`config.mk`:
```
export PLATFORM = sky130hd
export DESIGN_NAME = coin_input_ctrl_flat
export DESIGN_NICKNAME = d
export VERILOG_FILES = /design/src/rtl/coin_input_ctrl_if.sv /design/src/rtl/coin_input_ctrl.sv /design/src/flat_wrapper.sv
export SDC_FILE = /design/constraint.sdc
export NUM_CORES = 1
export LEC_CHECK = 0
export BUFFER_PORTS_ARGS = -buffer_cell sky130_fd_sc_hd__buf_2
export CAP_MARGIN = 20
export CORE_MARGIN = 3
export CORE_UTILIZATION = 25
export CTS_CLUSTER_SIZE = 20
export DETAILED_ROUTE_END_ITERATION = 7
export PLACE_DENSITY = 0.46
export SETUP_SLACK_MARGIN = 0.3
export SLEW_MARGIN = 20
export SYNTH_ARGS = -nofsm -noshare
export SYNTH_HDL_FRONTEND = slang
export SYNTH_SLANG_ARGS = --single-unit
export TNS_END_PERCENT = 50
```
`constraint.sdc`:
```
create_clock -name clk100MHZ -period 2.4 [get_ports clk100MHZ]
set_input_delay 0.24 -clock clk100MHZ [delete_from_list [all_inputs] [get_ports clk100MHZ]]
set_output_delay 0.24 -clock clk100MHZ [all_outputs]
set_load 0.005 [all_outputs]
```
`src/rtl/coin_input_ctrl_if.sv`:
```
// Button/coin front-end bundle between the board pins and the vending FSM.
// The master drives raw inputs and the slow tick; the slave returns held requests.
interface coin_input_ctrl_if;
    logic       insert;
    logic [1:0] coin_val;
    logic       cancel_flag;
    logic       slow_tick;
    logic       insert_req;
    logic [1:0] coin_val_q;
    logic       cancel_req;
    logic       coin_err;
    logic       busy;

    modport master (
        output insert, coin_val, cancel_flag, slow_tick,
        input  insert_req, coin_val_q, cancel_req, coin_err, busy
    );

    modport slave (
        input  insert, coin_val, cancel_flag, slow_tick,
        output insert_req, coin_val_q, cancel_req, coin_err, busy
    );
endinterface

```
`src/rtl/coin_input_ctrl.sv`:
```
// Synchronises and debounces insert/cancel buttons, latches the coin value and
// holds each accepted request until the slow FSM clock has sampled it.
module coin_input_ctrl #(
    parameter int unsigned DEB_CYCLES = 1_000_000,
    parameter int unsigned CNT_W      = 20
) (
    input  logic             clk100MHZ,
    input  logic             rst_n,
    coin_input_ctrl_if.slave bus
);

    typedef enum logic [2:0] {
        IDLE,
        PRESS_DB,
        ACCEPT,
        WAIT_REL,
        REL_DB
    } btn_st_e;

    localparam logic [CNT_W-1:0] CNT_END = CNT_W'(DEB_CYCLES - 1);
    localparam logic [CNT_W-1:0] CNT_MAX = '1;

    logic [1:0]       rst_ff_q;
    logic             rst_s_n;
    logic [1:0]       ins_ff_q;
    logic [1:0]       can_ff_q;
    logic [1:0]       coin_s1_q;
    logic [1:0]       coin_s2_q;
    logic [1:0]       btn;

    btn_st_e          st_q  [2];
    btn_st_e          st_d  [2];
    logic [CNT_W-1:0] cnt_q [2];
    logic [CNT_W-1:0] cnt_d [2];
    logic [1:0]       acc;

    logic             ins_req_q, ins_req_d;
    logic             can_req_q, can_req_d;
    logic             ins_arm_q, ins_arm_d;
    logic             can_arm_q, can_arm_d;
    logic [1:0]       coin_val_q, coin_val_d;
    logic             coin_err_q, coin_err_d;

    // Reset: asserted immediately, released two clocks later
    always_ff @(posedge clk100MHZ or negedge rst_n) begin
        if (!rst_n) rst_ff_q <= 2'b00;
        else        rst_ff_q <= {rst_ff_q[0], 1'b1};
    end

    assign rst_s_n = rst_ff_q[1];

    // Two-flop synchronisers for the raw board inputs
    always_ff @(posedge clk100MHZ or negedge rst_s_n) begin
        if (!rst_s_n) begin
            ins_ff_q  <= 2'b00;
            can_ff_q  <= 2'b00;
            coin_s1_q <= 2'b00;
            coin_s2_q <= 2'b00;
        end else begin
            ins_ff_q  <= {ins_ff_q[0], bus.insert};
            can_ff_q  <= {can_ff_q[0], bus.cancel_flag};
            coin_s1_q <= bus.coin_val;
            coin_s2_q <= coin_s1_q;
        end
    end

    assign btn = {can_ff_q[1], ins_ff_q[1]};

    // Debounce FSMs: index 0 is insert, index 1 is cancel
    always_comb begin
        for (int i = 0; i < 2; i++) begin
            st_d[i]  = st_q[i];
            cnt_d[i] = cnt_q[i];
            acc[i]   = 1'b0;
            unique case (st_q[i])
                IDLE: begin
                    if (btn[i]) begin
                        st_d[i]  = PRESS_DB;
                        cnt_d[i] = '0;
                    end
                end
                PRESS_DB: begin
                    if (!btn[i])                 st_d[i]  = IDLE;
                    else if (cnt_q[i] == CNT_END) st_d[i]  = ACCEPT;
                    else if (cnt_q[i] != CNT_MAX) cnt_d[i] = cnt_q[i] + 1'b1;
                end
                ACCEPT: begin
                    acc[i]  = 1'b1;
                    st_d[i] = WAIT_REL;
                end
                WAIT_REL: begin
                    if (!btn[i]) begin
                        st_d[i]  = REL_DB;
                        cnt_d[i] = '0;
                    end
                end
                REL_DB: begin
                    if (btn[i])                   st_d[i]  = WAIT_REL;
                    else if (cnt_q[i] == CNT_END) st_d[i]  = IDLE;
                    else if (cnt_q[i] != CNT_MAX) cnt_d[i] = cnt_q[i] + 1'b1;
                end
                default: st_d[i] = IDLE;
            endcase
        end
    end

    // Request hold/consume: cancel has priority, a pending request blocks new ones
    always_comb begin
        ins_req_d  = ins_req_q;
        can_req_d  = can_req_q;
        coin_val_d = coin_val_q;
        coin_err_d = 1'b0;
        if (ins_req_q && ins_arm_q && bus.slow_tick) ins_req_d = 1'b0;
        if (can_req_q && can_arm_q && bus.slow_tick) can_req_d = 1'b0;
        if (acc[1] && !can_req_q) can_req_d = 1'b1;
        if (acc[0]) begin
            if (coin_s2_q == 2'b00) begin
                coin_err_d = 1'b1;
            end else if (!ins_req_q && !can_req_q && !acc[1]) begin
                ins_req_d  = 1'b1;
                coin_val_d = coin_s2_q;
            end
        end
        ins_arm_d = ins_req_q & ins_req_d;
        can_arm_d = can_req_q & can_req_d;
    end

    // State and output registers
    always_ff @(posedge clk100MHZ or negedge rst_s_n) begin
        if (!rst_s_n) begin
            st_q[0]    <= IDLE;
            st_q[1]    <= IDLE;
            cnt_q[0]   <= '0;
            cnt_q[1]   <= '0;
            ins_req_q  <= 1'b0;
            can_req_q  <= 1'b0;
            ins_arm_q  <= 1'b0;
            can_arm_q  <= 1'b0;
            coin_val_q <= 2'b00;
            coin_err_q <= 1'b0;
        end else begin
            st_q[0]    <= st_d[0];
            st_q[1]    <= st_d[1];
            cnt_q[0]   <= cnt_d[0];
            cnt_q[1]   <= cnt_d[1];
            ins_req_q  <= ins_req_d;
            can_req_q  <= can_req_d;
            ins_arm_q  <= ins_arm_d;
            can_arm_q  <= can_arm_d;
            coin_val_q <= coin_val_d;
            coin_err_q <= coin_err_d;
        end
    end

    assign bus.insert_req = ins_req_q;
    assign bus.coin_val_q = coin_val_q;
    assign bus.cancel_req = can_req_q;
    assign bus.coin_err   = coin_err_q;
    assign bus.busy       = ins_req_q | can_req_q
                          | (st_q[0] != IDLE) | (st_q[1] != IDLE);

endmodule

```
`src/flat_wrapper.sv`:
```
// flat-port wrapper written by rule: the top's interface ports become plain ports
module coin_input_ctrl_flat 
#(
    parameter int unsigned DEB_CYCLES = 1_000_000,
    parameter int unsigned CNT_W      = 20
)
  (clk100MHZ, rst_n, bus_insert, bus_coin_val, bus_cancel_flag, bus_slow_tick, bus_insert_req, bus_coin_val_q, bus_cancel_req, bus_coin_err, bus_busy);
  coin_input_ctrl_if bus_i ();
  input  logic clk100MHZ;
  input  logic rst_n;
  input wire logic [$bits(bus_i.insert)-1:0] bus_insert;
  input wire logic [$bits(bus_i.coin_val)-1:0] bus_coin_val;
  input wire logic [$bits(bus_i.cancel_flag)-1:0] bus_cancel_flag;
  input wire logic [$bits(bus_i.slow_tick)-1:0] bus_slow_tick;
  output wire logic [$bits(bus_i.insert_req)-1:0] bus_insert_req;
  output wire logic [$bits(bus_i.coin_val_q)-1:0] bus_coin_val_q;
  output wire logic [$bits(bus_i.cancel_req)-1:0] bus_cancel_req;
  output wire logic [$bits(bus_i.coin_err)-1:0] bus_coin_err;
  output wire logic [$bits(bus_i.busy)-1:0] bus_busy;
  assign bus_i.insert = bus_insert;
  assign bus_i.coin_val = bus_coin_val;
  assign bus_i.cancel_flag = bus_cancel_flag;
  assign bus_i.slow_tick = bus_slow_tick;
  assign bus_insert_req = bus_i.insert_req;
  assign bus_coin_val_q = bus_i.coin_val_q;
  assign bus_cancel_req = bus_i.cancel_req;
  assign bus_coin_err = bus_i.coin_err;
  assign bus_busy = bus_i.busy;
  coin_input_ctrl #(.DEB_CYCLES(DEB_CYCLES), .CNT_W(CNT_W)) u_core (.clk100MHZ(clk100MHZ), .rst_n(rst_n), .bus(bus_i));
endmodule
```
# Word level (Yosys, flattened, before mapping)
# Index checks and enable logic that the tools add are counted.
# totals
regBits,63
inputBits,7
out_inout_bits,6
word_cells,107
# classes
add_sub_neg,2
n_eq_ne,24
muxes,38
n_bitwise,6
reduce_logical,22
# ops
cell,count
$mux 20,12
$pmux 20 s4,2
$add 20x1->20 const B,2
$eq 20x20->1 const B,2
$ne 20x20->1 const B,2
$mux 3,12
$pmux 3 s5,2
$eq 3x2->1 const B,4
$mux 1,10
$reduce_and 5->1,2
$ne 2x1->1 const B,4
$ne 2x2->1 const B,4
$reduce_and 4->1,2
$reduce_bool 4->1,2
$logic_and 1x1->1,7
$eq 3x1->1 const B,2
$eq 3x3->1 const B,2
$logic_not 3->1,2
$ne 3x1->1 const B,2
$ne 3x3->1 const B,2
$reduce_bool 3->1,2
$logic_not 1->1,3
$or 1x1->1,3
$reduce_and 3->1,1
other kinds (3),4

# Logic depth before layout (Yosys ltp)
# Gate-level depths: netlist of run 1.
# logic_depth
ltp_word,8
depth_mapped,8
mapped_depth_nobuf,6

# Worst setup path before layout of run 1
# No wires, ideal clock.
# synth_path
path_type,register to register
from,register u_core.st_q[0] (netlist bit)
to,register u_core.cnt_q[6] (netlist bit)
setup_time_ps,126
arrival_ps,1937
required_ps,2274
path_slack_ps,337
stages_incl_launch_ff,8
n_path_buf,3
synth_period_minus_slack_ps,2063
cell_sequence,dfrtp_1 > buf_2 > or3b_1 > clkbuf_1 > o22a_1 > a311o_1 > buf_2 > a221o_1
# synth_between
elab_chain_len,3
word_cells_on_any_way,11
cone_classes,eq/ne: 7; mux: 1; reduce/logical: 3
# synth_lines
item,line_no,text
"start, declared",coin_input_ctrl.sv:31,btn_st_e st_q [2];
$eq 3x3->1 (tied with other cells),coin_input_ctrl.sv:75,unique case (st_q[i])
$ne 2x2->1 (no line) (tied with other cells),--,
$reduce_and 5->1 (no line),--,
"end, declared",coin_input_ctrl.sv:33,logic [CNT_W-1:0] cnt_q [2];
# Several ways; a longest one is shown, not always the timed one.
# A chain may end at the register's enable or synchronous reset.

# Final worst setup path of run 1
# layout_path
from,register u_core.cnt_q[32] (netlist bit)
to,register u_core.cnt_q[22] (netlist bit)
# layout_between
elab_chain_len,5
word_cells_on_any_way,7
cone_classes,eq/ne: 2; mux: 5
# layout_lines
item,line_no
$ne 20x20->1,"coin_input_ctrl.sv:85, coin_input_ctrl.sv:100"
$mux 20,--
$mux 20 *,--
$mux 20 (on tied branches),--
$pmux 20 s4 *,--
# Mark *: on every way between the ends. The rest lies on a longest branch, timed or not. The select of a mux whose other input is x is not followed.

==> results by stage, run 1 <==
Clock tree:
- The number of H-tree levels is 3.
- TritonCTS created 9 clock buffers.
- The post-CTS clock slew at the launch and capture registers of the worst setup and hold paths is around 0.06 ns.
- The count of clock tree sinks is 63.
- The clock tree root driver cell is sky130_fd_sc_hd__clkbuf_16.
- The clock passes through at most 2 buffers.
- For the worst-skew pair, the clock arrives at the later sink with an insertion delay of 0.33 ns.
- TritonCTS built the clock tree.

Logic synthesis:
- The synthesized area per cell is 9.66 um2.
- The synthesized netlist contains slightly below 70 unique library cells.
- The netlist area before placement is 3370 um2.
- In this run, synthesis inferred 0 flip-flops with an integrated enable.
- The fraction of registers with async set or reset after synthesis is 100%.
- For this run, the number of Yosys warnings is 0.
- The number of nets in the synthesized netlist is ~360.
- The sequential share of the synthesized area is 46.8%.
- In the synthesized netlist, the number of instances is 349.
- In this run, synthesis produced a sequential element count of 63.
- Among all flip-flop cells after synthesis, the most frequent one is sky130_fd_sc_hd__dfrtp_1.

Finish:
- The fraction of final layout cells sized beyond drive strength 1 is 23.1%.
- After routing the design area is 4200 um2.
- 0 antenna diodes ended up in the layout.
- The number of nets in the finished design is 389.
- The total area of multi-input combinational cells is 1760 um2.
- The area overhead of the layout relative to synthesis is 24.6%.
- The area occupied by registers is 1580 um2.
- After filler insertion, the fill cell instance count of the layout stands at 1,314.

Floorplanning:
- The starting utilization of the core area is 26.2%.
- The die covers ~15,000 um2.
- 13 I/O pins were placed.
- The core region is 12,900 um2.
- Measured along the x axis, the die boundary spans ~120 um.
- The floorplan step set the die height to 122 um.
- The floorplan has 41 rows.

Critical path:
- The data required time of the worst path is about 2.7 ns.
- The number of buffers and inverters on the critical path is 0.
- Data on the critical path arrives at its endpoint at 2.30 ns.
- The critical register-to-register path startpoint is u_core.cnt_q[32].
- STA classifies the critical path startpoint as a flip-flop.
- The nature of the critical path endpoint is a flip-flop.
- The setup slack on the worst flop-to-flop path is between 0.3 and 0.4 ns.
- The maximum single-stage delay on the critical path is between 0.4 and 0.5 ns.
- The start-to-end type of the worst setup path is reg -> reg.
- In this run the worst path has a maximum fanout of 6.
- The number of cell instances on the worst register-to-register path is 5.
- The worst reg2reg path endpoint is u_core.cnt_q[22].
- The signal on the critical path passes through and4_4, or4b_4, a211o_2, and3_1, o22ai_1.
- For this design, the slowest cell found on the critical path is sky130_fd_sc_hd__or4b_4.
- Broken down by cell family, the worst path's largest delay share belongs to simple AND/OR/NAND/NOR gates.

STA:
- Setup repair after global routing could not meet its margin everywhere.
- The number of pins with negative max-slew slack in the final report was 0.
- Setup violations remaining at the end of the flow were counted as 0.
- The fraction of the cycle the final worst path needs is 85.4%.
- Adding up every negative setup slack in the final design gives 0 ns.
- Across all hold checks on the routed design, the worst slack comes to 0.0153 ns.
- The setup skew after layout is ~0.006 ns.
- The maximum operating frequency is just under 500 MHz.
- After layout, the minimum clock period comes to 2.05 ns.
- The count of final hold-check violations is 0.

Hold path:
- In this run the worst hold path is classified as in -> reg.
- The capture endpoint of the worst hold path is u_core.coin_s1_q[1].
- In this run the most critical hold path is launched from bus_coin_val[1].
- Counting instances, the worst hold path has a depth of 1.

Placed design:
- The count of buffers from port buffering is 12.
- In this run the cell area measured after placement is roughly 3700 um2.
- The HPWL after detailed placement is between 5000 and 6000 um.
- The global placement routability congestion is 0.801.

Detailed routing:
- The routed wire length is approximately 8700 um.
- The via count is around 2,900.
- The ratio of routed vias to standard cells is ~5.2.
- The routed wirelength normalized by instance count is 15.6 um.
- The DRC violations left is 0.
- The detailed-router iteration count before antenna repair is 4.
- The DRC marker count from the first detailed-route iteration is between 150 and 200.
- Once detail routing completed, the nets flagged for antenna violations numbered 0.

Global routing:
- Global routing used about an eighth of the available tracks across all layers.
- The number of global-route vias before repair is roughly 2,800.
- Entering global routing, the biggest net connects 26 pins.
- The final global-route overflow total is 0.
- The first-pass GRT wire length is 14,400 um.
- The number of antenna violations at the first check in global routing was 0.

Flow run:
- The max-capacitance violation count is 0.

Power and ir drop:
- IR analysis of the VDD net gives a maximum drop of 0.000310 V.
- The static leakage is 1.68 nW.
- For this design the ratio of total power to cell area is 707 nW/um2.
- The total power after layout is 0.00297 W.

Status:
- The flow ran to the end, and the final reports show no timing, DRC or antenna violations.
## sequential cells by signal, indices dropped and copies added, names as in the netlist
register	flops
u_core.bus.coin_err	1
u_core.can_arm_q	1
u_core.st_q	6
u_core.bus.insert_req	1
u_core.ins_arm_q	1
u_core.cnt_q	40
u_core.ins_ff_q	2
u_core.coin_s1_q	2
u_core.coin_s2_q	2
u_core.can_ff_q	2
u_core.bus.coin_val_q	2
u_core.rst_ff_q	2
u_core.bus.cancel_req	1
## through the flow
| stage | setup WS, ns | util, % | cells |
|---|---|---|---|
| 2_1_floorplan | 0.337 | - | 349 |
| 3_3_place_gp | 0.233 | 28.9 | 537 |
| 3_5_place_dp | 0.233 | 28.9 | 537 |
| 4_1_cts | 0.274 | 32.0 | 554 |
| 5_1_grt | 0.287 | 32.6 | 557 |
| 6_report | 0.351 | 32.6 | 557 |
## cell usage in the layout (no fill, tap or decap), types with 3 or more instances in the layout
cell and count:
sky130_fd_sc_hd__or3_1 6, sky130_fd_sc_hd__nor4b_1 4, sky130_fd_sc_hd__nand2_1 31, sky130_fd_sc_hd__o211ai_1 12, sky130_fd_sc_hd__a21oi_1 10, sky130_fd_sc_hd__and2_1 3, sky130_fd_sc_hd__o311ai_0 8, sky130_fd_sc_hd__mux2_2 3
sky130_fd_sc_hd__buf_4 22, sky130_fd_sc_hd__nand4_1 8, sky130_fd_sc_hd__dfrtp_2 5, sky130_fd_sc_hd__o21ai_0 12, sky130_fd_sc_hd__nor2b_1 6, sky130_fd_sc_hd__or2_2 3, sky130_fd_sc_hd__nor3_1 10, sky130_fd_sc_hd__nor4_1 9
sky130_fd_sc_hd__o32ai_1 3, sky130_fd_sc_hd__inv_1 7, sky130_fd_sc_hd__buf_2 12, sky130_fd_sc_hd__bufinv_16 4, sky130_fd_sc_hd__o31ai_1 12, sky130_fd_sc_hd__o22ai_1 5, sky130_fd_sc_hd__nand3_1 23, sky130_fd_sc_hd__a21o_1 3
sky130_fd_sc_hd__nor2_1 22, sky130_fd_sc_hd__clkbuf_16 9, sky130_fd_sc_hd__dfrtp_1 58, sky130_fd_sc_hd__and3_1 8, sky130_fd_sc_hd__nand3b_1 4
## report_power, final
group / switching (W) / internal [W] / total, W
clock network: 0.000504 / 0.00112 / 0.00163
registers: 0.0000508 / 0.00110 / 0.00115
logic: 0.000109 / 0.0000788 / 0.000188
total: 0.000664 / 0.00231 / 0.00297
## logic make-up (layout without fill, tap and decap cells)
| logic type | count (synthesis) | count (layout) | share of synthesized area [%] |
|---|---|---|---|
| AO/OA/AOI/OAI | 95 | 96 | 21.3 |
| XOR/XNOR | 2 | 2 | 0.520 |
| adder cells (fa/ha/maj) | 2 | 2 | 0.742 |
| buffers and inverters | 24 | 59 | 3.19 |
| flip-flops | 63 | 63 | 46.8 |
| multiplexers | 5 | 5 | 1.60 |
| other | 1 | 1 | 0.111 |
| AND/OR/NAND/NOR | 157 | 157 | 25.8 |
## repair_timing
item | CTS | global route
endpoints found under the setup margin | 5 | 33
hold buffers | 1 | 0
buffers inserted | 0 | 2
gates cloned | 0 | 1
endpoints found under the hold margin | 2 | 0
gates resized for setup | 3 | 15
pin swaps | 0 | 2
## synthesized netlist by cell type, types with 3 or more instances
| master | count | area share (%) |
|---|---|---|
| sky130_fd_sc_hd__nor4_1 | 10 | 1.9 |
| sky130_fd_sc_hd__nor3_1 | 10 | 1.5 |
| sky130_fd_sc_hd__clkbuf_1 | 10 | 1.1 |
| sky130_fd_sc_hd__o32ai_1 | 3 | 0.78 |
| sky130_fd_sc_hd__o31ai_1 | 12 | 2.7 |
| sky130_fd_sc_hd__and2_1 | 3 | 0.56 |
| sky130_fd_sc_hd__nand2_1 | 31 | 3.5 |
| sky130_fd_sc_hd__or3_1 | 6 | 1.1 |
| sky130_fd_sc_hd__dfrtp_1 | 63 | 47 |
| sky130_fd_sc_hd__nor2b_1 | 6 | 1.1 |
| sky130_fd_sc_hd__o211ai_1 | 12 | 2.7 |
| sky130_fd_sc_hd__or2_2 | 4 | 0.74 |
| sky130_fd_sc_hd__buf_2 | 5 | 0.74 |
| sky130_fd_sc_hd__a21o_1 | 3 | 0.67 |
| sky130_fd_sc_hd__o21ai_0 | 12 | 1.8 |
| sky130_fd_sc_hd__o22ai_1 | 5 | 0.93 |
| sky130_fd_sc_hd__nor2_1 | 22 | 2.4 |
| sky130_fd_sc_hd__mux2_2 | 3 | 1.0 |
| sky130_fd_sc_hd__nand3_1 | 24 | 3.6 |
| sky130_fd_sc_hd__nor4b_1 | 4 | 1.0 |
| sky130_fd_sc_hd__inv_1 | 7 | 0.78 |
| sky130_fd_sc_hd__nand3b_1 | 4 | 0.89 |
| sky130_fd_sc_hd__a21oi_1 | 10 | 1.5 |
| sky130_fd_sc_hd__nand4_1 | 8 | 1.5 |
| sky130_fd_sc_hd__o311ai_0 | 8 | 2.1 |
| sky130_fd_sc_hd__and3_1 | 8 | 1.5 |
## worst max-delay path by stage
stage | startpoint | to | cells past startpoint
floorplan | u_core.st_q[0] | u_core.cnt_q[6] | 7
global placement | u_core.cnt_q[20] | u_core.cnt_q[25] | 7
detailed placement | u_core.cnt_q[20] | u_core.cnt_q[25] | 7
CTS | u_core.st_q[0] | u_core.cnt_q[13] | 4
global route | u_core.cnt_q[32] | u_core.cnt_q[27] | 6
finish | u_core.cnt_q[32] | u_core.cnt_q[22] | 5
## per-layer routing
layer | vias to the layer above | track usage, % | routed length, um
li1 | 1414 | - | -
met1 | 1435 | 16.8 | 4240
met2 | 49 | 18.0 | 3980
met3 | 9 | 4.09 | 331
met4 | 0 | 4.48 | 110
met5 | - | 0 | 0
## cell type report
cell class / count / share of cell area, %
clock buffers: 9 / 5.36
repair buffers: 36 / 5.87
well taps: 172 / 5.13
multi-input cells: 263 / 41.9
inverters: 7 / 0.626
flip-flops and latches: 63 / 37.7
clock inverters: 7 / 3.43
(Power assumes the default switching activity.)
==> run 2, diff against run 1 <==
--- a/config.mk
+++ b/config.mk
@@ -7,11 +7,11 @@
 export LEC_CHECK = 0
 export BUFFER_PORTS_ARGS = -buffer_cell sky130_fd_sc_hd__buf_2
 export CAP_MARGIN = 20
-export CORE_MARGIN = 3
+export CORE_MARGIN = 10
 export CORE_UTILIZATION = 25
 export CTS_CLUSTER_SIZE = 20
 export DETAILED_ROUTE_END_ITERATION = 7
-export PLACE_DENSITY = 0.46
+export PLACE_DENSITY = 0.42
 export SETUP_SLACK_MARGIN = 0.3
 export SLEW_MARGIN = 20
 export SYNTH_ARGS = -nofsm -noshare
==> results by stage, run 2 (synthesized netlist as in run 1, its figures left out) <==
Finish:
- Relative to the synthesized area, the layout overhead comes to 24.1%.
- The flip-flop count of the largest register, all copies and words added is 40 (unchanged).
- In the layout the commonest cells are 58 x sky130_fd_sc_hd__dfrtp_1, 30 x sky130_fd_sc_hd__nand2_1, 28 x sky130_fd_sc_hd__buf_4, 23 x sky130_fd_sc_hd__nand3_1, 22 x sky130_fd_sc_hd__nor2_1.
- The end-of-flow core utilization is 31.6% (-1.0 points).
- The number of nets in the finished design is 397 (+2.1%).
- The largest registers in the layout are u_core.cnt_q x40, u_core.st_q x6.
- u_core.cnt_q holds more flip-flops than any other register.
- The non-filler instance count after layout came to 568 (+2.0%).
- The most frequent standard cell in the layout excluding fill and tap cells is sky130_fd_sc_hd__dfrtp_1.
- The final antenna diode count is 0 (unchanged).
- The fraction of final layout cells sized beyond drive strength 1 is 23.5% (+0.35 points).

Detailed routing:
- The routed wirelength normalized by instance count was 15.6 um (+0.20%).
- The detailed-router iteration count before antenna repair is 5 (+1).
- The ratio of routed vias to standard cells is 5.15 (-1.4%).
- The DRC marker count from the first detailed-route iteration was 170 (+0.59%).
- The via count is 2,924 (+0.58%).
- The DRC violations left is 0 (unchanged).
- The routed wire length was 8850 um (+2.2%).
- The antenna violation net count after detailed routing was 0 (unchanged).

Placed design:
- The count of buffers from port buffering is 12 (unchanged).
- The final HPWL from detailed placement is 6020 um (+3.3%).
- The number of cells in the design after placement is 542 (+0.93%).
- The global placement routability congestion came to 0.806 (+0.59%).

STA:
- The setup skew after layout is 0.00676 ns (+0.000746 ns).
- The total negative setup slack came to 0 ns (unchanged).
- The number of pins with negative max-slew slack in the final report is 0 (unchanged).
- The actual transition at the worst max-transition pin is 0.649 ns.
- The count of final setup violators is 0 (unchanged).
- Setup repair after global routing could not meet its margin everywhere.
- The remaining max-slew budget at the tightest pin is 56.7%.
- The maximum operating frequency is 487 MHz (-0.14%).
- The fraction of the cycle the final worst path needs came to 85.5% (+0.12 points).
- The clock period minus final worst setup slack is 2.05 ns (+0.00278 ns).
- The count of final hold-check violations came to 0 (unchanged).

Global routing:
- The first-pass GRT wire length is 15,000 um (+4.3%).
- The number of antenna violations at the first check in global routing was 0 (unchanged).
- The met2 demand-to-capacity share in global routing is 15.4% (-2.6 points).
- The number of global-route vias before repair is 2,900 (+2.0%).
- The aggregate global-route resource usage is 10.1% (-2.2 points).
- The pin count of the biggest net entering global routing is 27 (+3.8%).
- The final global-route overflow total is 0 (unchanged).
- The met3 track demand over resource in global routing is 3.28% (-0.80 points).
- The met1 track utilization from global routing came to 13.0% (-3.8 points).
- The global routing's busiest layer is met2.

Status:
- The flow ran to the end, and the final reports show no timing, DRC or antenna violations.

Hold path:
- The class of the tightest hold or removal check is in -> reg.
- The worst hold path terminates at u_core.ins_ff_q[0].
- The startpoint identified for the worst hold timing path is bus_insert.
- The number of cells on the worst hold path is 1 (unchanged).

Floorplanning:
- The row count is 42 (+2.4%).
- The floorplan die area is 18,500 um2 (+24%).
- The horizontal die dimension is 136 um (+11%).
- The total core area came to 13,200 um2 (+2.8%).
- The number of placed I/O pins is 13 (unchanged).
- The starting utilization of the core area came to 25.5% (-0.72 points).
- The floorplan die height is 136 um (+11%).

Clock tree:
- The buffer depth of the longest clock path is 2 (unchanged).
- The root buffer cell chosen for the clock tree is sky130_fd_sc_hd__clkbuf_16.
- TritonCTS built the clock tree.
- The count of clock tree sinks is 63 (unchanged).
- The number of clock buffers inserted by TritonCTS is 9 (unchanged).
- The number of H-tree levels is 3 (unchanged).
- The post-CTS clock slew at the launch and capture registers of the worst setup and hold paths came to 0.05 ns (about the same).
- The clock latency at the later pin of the worst-skew pair is 0.33 ns (about the same).

Critical path:
- The largest driver fanout on the critical path is 6 (unchanged).
- The start-to-end type of the worst setup path is reg -> reg.
- The number of cell instances on the worst register-to-register path is 5 (unchanged).
- The worst setup path is captured at a flip-flop.
- The worst setup path is launched from a flip-flop.
- The setup slack on the worst flop-to-flop path was 0.35 ns (about the same).
- The data required time of the worst path was 2.65 ns (about the same).
- The endpoint identified for the worst register-to-register timing path is u_core.cnt_q[22].
- The arrival time of data at the critical path endpoint is 2.30 ns (about the same).
- The worst register-to-register path begins at u_core.cnt_q[33].

Power and ir drop:
- The areal power density over the cells is 612 nW/um2 (-13%).
- The peak ir drop on the vdd network was 0.000326 V (+5.1%).
- The static leakage is 1.69 nW (+0.44%).

Flow run:
- The max-capacitance violation count came to 0 (unchanged).
## run 2: cell types whose count changed in the layout (fill, tap and decap cells not counted), sizes merged
| cell | before | now |
|---|---|---|
| buf | 35 | 42 |
| clkbuf | 9 | 14 |
| bufinv | 4 | 0 |
| clkinvlp | 2 | 0 |
| dlygate4sd3 | 1 | 3 |
| a311o | 2 | 1 |
| clkinv | 0 | 1 |
| inv | 8 | 7 |
## run 2: worst max-delay path by stage
stage	from	to	slack [ns]	depth (start not counted)
finish	u_core.cnt_q[33]	u_core.cnt_q[22]	0.35	5
global route	u_core.cnt_q[1]	u_core.cnt_q[4]	0.25	7
CTS	u_core.cnt_q[20]	u_core.cnt_q[25]	0.28	7
detailed placement	u_core.st_q[0]	u_core.cnt_q[13]	0.27	4
global placement	u_core.cnt_q[20]	u_core.cnt_q[25]	0.32	7
floorplan	u_core.st_q[0]	u_core.cnt_q[6]	0.34	7
## run 2: area by class of cell
type,instances,area (um2)
fillers,1409,9060
multi-input cells,262,1750
flip-flops and latches,63,1580
repair buffers,45,332
clock buffers,14,264
well taps,176,220
inverters,7,26.3
clock inverters,1,5.00
## run 2: what timing repair did
| action | in CTS | in global routing |
|---|---|---|
| endpoints found under the setup margin | 3 | 26 |
| pin swaps | 0 | 3 |
| setup buffers | 0 | 8 |
| hold buffers | 3 | 0 |
| resized for setup | 1 | 17 |
| endpoints found under the hold margin | 4 | 0 |
## run 2: critical path, stage by stage (launching register included)
cell                      delay (ns)
sky130_fd_sc_hd__dfrtp_1        0.42
sky130_fd_sc_hd__and4_4         0.29
sky130_fd_sc_hd__or4b_4         0.50
sky130_fd_sc_hd__a211o_2        0.41
sky130_fd_sc_hd__and3_1         0.20
sky130_fd_sc_hd__o22ai_1        0.15
## run 2: report_power, final
part / total [W] / switching, W / internal (W)
registers: 0.00116 / 0.0000521 / 0.00110
clock network: 0.00121 / 0.000464 / 0.000749
logic: 0.000190 / 0.000107 / 0.0000823
## run 2: routing by layer
layer  vias to the layer above  part of all wire [%]
met5                         -                     0
met4                         0                   2.4
met3                        16                   3.6
met2                        52                    47
met1                      1432                    47
li1                       1424                     -
## run 2: stage by stage
step / hold WS (ns) / instance area [um2] / total power (W) / setup WS (ns)
2_1_floorplan: -0.0556 / 3370 / 0.00128 / 0.337
3_3_place_gp: 0.0255 / 3750 / 0.00135 / 0.318
3_5_place_dp: 0.0307 / 3750 / 0.00135 / 0.268
4_1_cts: 0.000333 / 4050 / 0.00259 / 0.284
5_1_grt: 0.00572 / 4180 / 0.00266 / 0.246
6_report: 0.0160 / 4180 / 0.00256 / 0.348
==> run 3, diff against run 2 <==
--- a/config.mk
+++ b/config.mk
@@ -5,13 +5,14 @@
 export SDC_FILE = /design/constraint.sdc
 export NUM_CORES = 1
 export LEC_CHECK = 0
+export ABC_AREA = 1
 export BUFFER_PORTS_ARGS = -buffer_cell sky130_fd_sc_hd__buf_2
 export CAP_MARGIN = 20
 export CORE_MARGIN = 10
-export CORE_UTILIZATION = 25
+export CORE_UTILIZATION = 50
 export CTS_CLUSTER_SIZE = 20
 export DETAILED_ROUTE_END_ITERATION = 7
-export PLACE_DENSITY = 0.42
+export PLACE_DENSITY = 0.7
 export SETUP_SLACK_MARGIN = 0.3
 export SLEW_MARGIN = 20
 export SYNTH_ARGS = -nofsm -noshare
==> results by stage, run 3 <==
Critical path:
- The data required time of the worst path was 2.68 ns (+0.03 ns).
- The critical path starts at u_core.st_q[5].
- The arrival time of data at the critical path endpoint is 2.17 ns (-0.13 ns).
- The largest driver fanout on the critical path is 24 (+18).
- The critical register-to-register path startpoint is u_core.st_q[5].
- The worst reg2reg path endpoint is u_core.cnt_q[22].
- The nature of the critical path endpoint is a flip-flop.
- The setup slack on the worst flop-to-flop path is 0.50 ns (+0.16 ns).
- The number of cell instances on the worst register-to-register path is 10 (+5).
- The critical path is of the reg -> reg type.
- The capturing instance or port of the critical path is u_core.cnt_q[22].
- The startpoint type of the worst setup path is a flip-flop.

Power and ir drop:
- The switching share of power is 42.8% (+18 points).
- The static leakage is 1.91 nW (+14%).
- The peak ir drop on the vdd network is 0.000407 V (+25%).
- The proportion of power drawn by the clock network came to 26.7% (-21 points).
- The areal power density over the cells is 876 nW/um2 (+43%).
- The internal power component was 0.00204 W (+5.5%).
- The sequential share of power is 36.9% (-8.3 points).
- The switching power was 0.00153 W (+150%).
- The combinational group share of total power came to 36.4% (+29 points).

Logic synthesis:
- In the post-synthesis netlist, the biggest area contributors are sky130_fd_sc_hd__dfrtp_1 43%, sky130_fd_sc_hd__nand2_1 19%, sky130_fd_sc_hd__nor2_1 7.0%, sky130_fd_sc_hd__nand3_1 5.6%, sky130_fd_sc_hd__inv_1 3.7%.
- The most used flip-flop cell after synthesis is sky130_fd_sc_hd__dfrtp_1.
- The number of distinct standard cells referenced by the synthesized netlist is 27 (-60%).
- The count of warnings emitted by yosys came to 0 (unchanged).
- The fraction of synthesized cell area taken by the top area cell type was 43.0% (-3.8 points).
- The number of storage elements in the synthesis netlist came to 63 (unchanged).
- The netlist area before placement came to 3670 um2 (+8.8%).
- By instance count, the leading cell after synthesis is sky130_fd_sc_hd__nand2_1.
- The total nets after synthesis is 523 (+46%).
- The count of flip-flops with a built-in enable after synthesis is 0 (unchanged).
- The synthesized instance count is 514 (+47%).
- In the synthesized netlist, the cells that appear most often are 190 x sky130_fd_sc_hd__nand2_1, 68 x sky130_fd_sc_hd__nor2_1, 63 x sky130_fd_sc_hd__dfrtp_1.
- The largest total area in the synthesized netlist belongs to sky130_fd_sc_hd__dfrtp_1.
- The sequential share of the synthesized area is 43.0% (-3.8 points).
- The fraction of registers with async set or reset after synthesis is 100% (unchanged).
- The synthesized area per cell is 7.13 um2 (-26%).

Finish:
- In the final layout, the registers with the most flip-flops are u_core.cnt_q x40, u_core.st_q x6.
- The cell area after layout is 4080 um2 (-2.5%).
- The count of filler cells inserted in the layout is 685 (-51%).
- The register with the most flip-flops in the final layout is u_core.cnt_q.
- The flip-flop count of the largest register, all copies and words added is 40 (unchanged).
- The fraction of final layout cells sized beyond drive strength 1 came to 12.5% (-11 points).
- The area occupied by registers came to 1580 um2 (-0.32%).
- The number of nets in the finished design is 546 (+38%).
- Relative to the synthesized area, the layout overhead comes to 11.3%.
- The library cell used most frequently in the layout, excluding fill and tap cells, is sky130_fd_sc_hd__nand2_1.
- The total area of multi-input combinational cells is 1880 um2 (+7.4%).
- The library cells used most frequently in the layout, excluding fill and tap cells, are 190 x sky130_fd_sc_hd__nand2_1, 68 x sky130_fd_sc_hd__nor2_1, 62 x sky130_fd_sc_hd__dfrtp_1, 41 x sky130_fd_sc_hd__nand3_1, 36 x sky130_fd_sc_hd__inv_1.
- The final antenna diode count is 0 (unchanged).

STA:
- The setup skew after layout is 0.0121 ns (+0.00536 ns).
- The actual transition at the worst max-transition pin is 0.664 ns (+0.0157 ns).
- The clock period minus final worst setup slack is 1.90 ns (-0.156 ns).
- The number of pins with negative max-slew slack in the final report is 0 (unchanged).
- The count of final hold-check violations came to 0 (unchanged).
- Setup repair after global routing left no endpoint under its margin.
- The total negative setup slack is 0 ns (unchanged).
- The remaining max-slew budget at the tightest pin came to 55.7% (-1.0 points).
- The maximum operating frequency is 527 MHz (+8.2%).
- The fraction of the cycle the final worst path needs was 79.0% (-6.5 points).
- The count of final setup violators was 0 (unchanged).

Placed design:
- The global placement routability congestion is 0.888 (+10%).
- The instance area after placement was 3800 um2 (+1.3%).
- The count of buffers from port buffering is 12 (unchanged).
- The final HPWL from detailed placement was 5520 um (-8.4%).

Detailed routing:
- The routed wirelength normalized by instance count came to 11.8 um (-24%).
- The DRC marker count from the first detailed-route iteration is 114 (-33%).
- The DRC violations left came to 0 (unchanged).
- The via count is 3,227 (+10%).
- The antenna violation net count after detailed routing was 0 (unchanged).
- The ratio of routed vias to standard cells is 5.03 (-2.2%).
- The routed wire length came to 7590 um (-14%).
- The detailed-router iteration count before antenna repair is 4 (-1).

Floorplanning:
- The horizontal die dimension is 106 um (-22%).
- The number of placed I/O pins is 13 (unchanged).
- The starting utilization of the core area is 51.1% (+26 points).
- The floorplan die area is 11,200 um2 (-40%).
- The row count is 31 (-26%).
- The total core area is 7180 um2 (-46%).
- The floorplan die height is 106 um (-22%).

Clock tree:
- The clock latency at the later pin of the worst-skew pair is 0.35 ns (+0.02 ns).
- The number of clock buffers inserted by TritonCTS came to 9 (unchanged).
- The post-CTS clock slew at the launch and capture registers of the worst setup and hold paths is 0.08 ns (+0.03 ns).
- The count of clock tree sinks is 63 (unchanged).
- The buffer depth of the longest clock path came to 2 (unchanged).
- The clock tree root driver cell is sky130_fd_sc_hd__clkbuf_8.
- TritonCTS built the clock tree.
- The number of H-tree levels came to 3 (unchanged).

Global routing:
- The final global-route overflow total is 0 (unchanged).
- The first-pass GRT wire length is 13,100 um (-13%).
- The number of global-route vias before repair was 2,950 (+1.7%).
- The pin count of the biggest net entering global routing is 34 (+26%).
- The aggregate global-route resource usage is 14.0% (+3.9 points).
- The number of antenna violations at the first check in global routing is 0 (unchanged).

Flow run:
- The max-capacitance violation count is 0 (unchanged).

Hold path:
- The path class of the tightest hold or removal check is in -> reg.

Status:
- The flow ran to the end, and the final reports show no timing, DRC or antenna violations.
==> run 3: cell count changes in the layout (fill, tap and decap cells not counted), moves of 12 or more <==
cell                       previous run  this run
sky130_fd_sc_hd__o211ai_1            12         0
sky130_fd_sc_hd__o31ai_1             12         0
sky130_fd_sc_hd__nor2_1              22        68
sky130_fd_sc_hd__o21ai_1              1        14
sky130_fd_sc_hd__buf_4               28         3
sky130_fd_sc_hd__inv_1                7        36
sky130_fd_sc_hd__xor2_1               0        14
sky130_fd_sc_hd__nand3_1             23        41
sky130_fd_sc_hd__nand2_1             30       190
==> run 3: layout make-up <==
| class | count | area share [%] |
|---|---|---|
| inverters | 43 | 3.96 |
| flip-flops and latches | 63 | 38.7 |
| clock buffers | 9 | 3.04 |
| repair buffers | 20 | 3.25 |
| well taps | 99 | 3.04 |
| multi-input cells | 400 | 46.1 |
| clock inverters | 7 | 1.93 |
==> run 3: cells by family (layout without fill, tap and decap cells) <==
group | count (synthesis) | in the layout | share of synthesized area, %
simple gates | 334 | 334 | 38.5
flops | 63 | 63 | 43.0
buf+inv | 51 | 79 | 6.45
compound gates | 47 | 47 | 7.47
xor+xnor | 16 | 16 | 3.82
fa+ha+maj | 2 | 2 | 0.682
other cells | 1 | 1 | 0.102
==> run 3: per-layer routing <==
layer  up-vias  track usage [%]  wire, um
met5         -                0         0
li1       1670                -         -
met2        60             22.8      3630
met1      1484             17.3      3500
met3        13             3.53       326
met4         0             5.61       137
==> run 3: what timing repair did <==
item | 4_1_cts | 5_1_grt
setup endpoints to repair | 0 | 19
resized for setup | 0 | 4
hold buffers | 5 | 0
setup buffers | 0 | 0
hold endpoints to repair | 6 | 0
==> run 3: how the worst min path moves through the flow <==
stage / from / endpoint / slack, ns / cells after the start
after detailed placement: rst_n / u_core.rst_ff_q[0] / 0.03 / 1
after CTS: bus_slow_tick / u_core.can_arm_q / 0.13 / 4
after global routing: bus_slow_tick / u_core.can_arm_q / 0.18 / 4
after global placement: rst_n / u_core.rst_ff_q[0] / 0.02 / 1
after floorplan: rst_n / u_core.rst_ff_q[0] / -0.06 / 0
final: bus_slow_tick / u_core.can_arm_q / 0.14 / 4
==> run 3: power groups by stage <==
stage | registers, W | clock network, W | logic (W)
after CTS | 0.00132 | 0.000978 | 0.00124
after global routing | 0.00134 | 0.00103 | 0.00147
final | 0.00132 | 0.000953 | 0.00130
after detailed placement | 0.00134 | 0 | 0.00123
after global placement | 0.00134 | 0 | 0.00119
after floorplan | 0.00133 | 0 | 0.00110
==> run 3: worst max-delay path: stages, from the launching register on <==
cell,delay [ns]
sky130_fd_sc_hd__dfrtp_1,0.46
sky130_fd_sc_hd__nor2_4,0.19
sky130_fd_sc_hd__nand2_1,0.12
sky130_fd_sc_hd__nand2_4,0.18
sky130_fd_sc_hd__inv_2,0.12
sky130_fd_sc_hd__nor2_2,0.10
sky130_fd_sc_hd__nand2_2,0.13
sky130_fd_sc_hd__nand2_8,0.18
sky130_fd_sc_hd__buf_4,0.20
sky130_fd_sc_hd__nand2_1,0.08
sky130_fd_sc_hd__o21ai_2,0.05
==> run 3: metrics by stage <==
| step | power [W] | utilization [%] | instances | hold WS [ns] | setup WS (ns) |
|---|---|---|---|---|---|
| 6_report | 0.00357 | 56.8 | 641 | 0.144 | 0.504 |
| 5_1_grt | 0.00384 | 56.8 | 641 | 0.182 | 0.296 |
| 2_1_floorplan | 0.00242 | - | 514 | -0.0556 | 0.516 |
| 3_5_place_dp | 0.00257 | 52.9 | 620 | 0.0251 | 0.353 |
| 4_1_cts | 0.00354 | 56.5 | 641 | 0.135 | 0.331 |
| 3_3_place_gp | 0.00252 | 52.9 | 620 | 0.0238 | 0.403 |
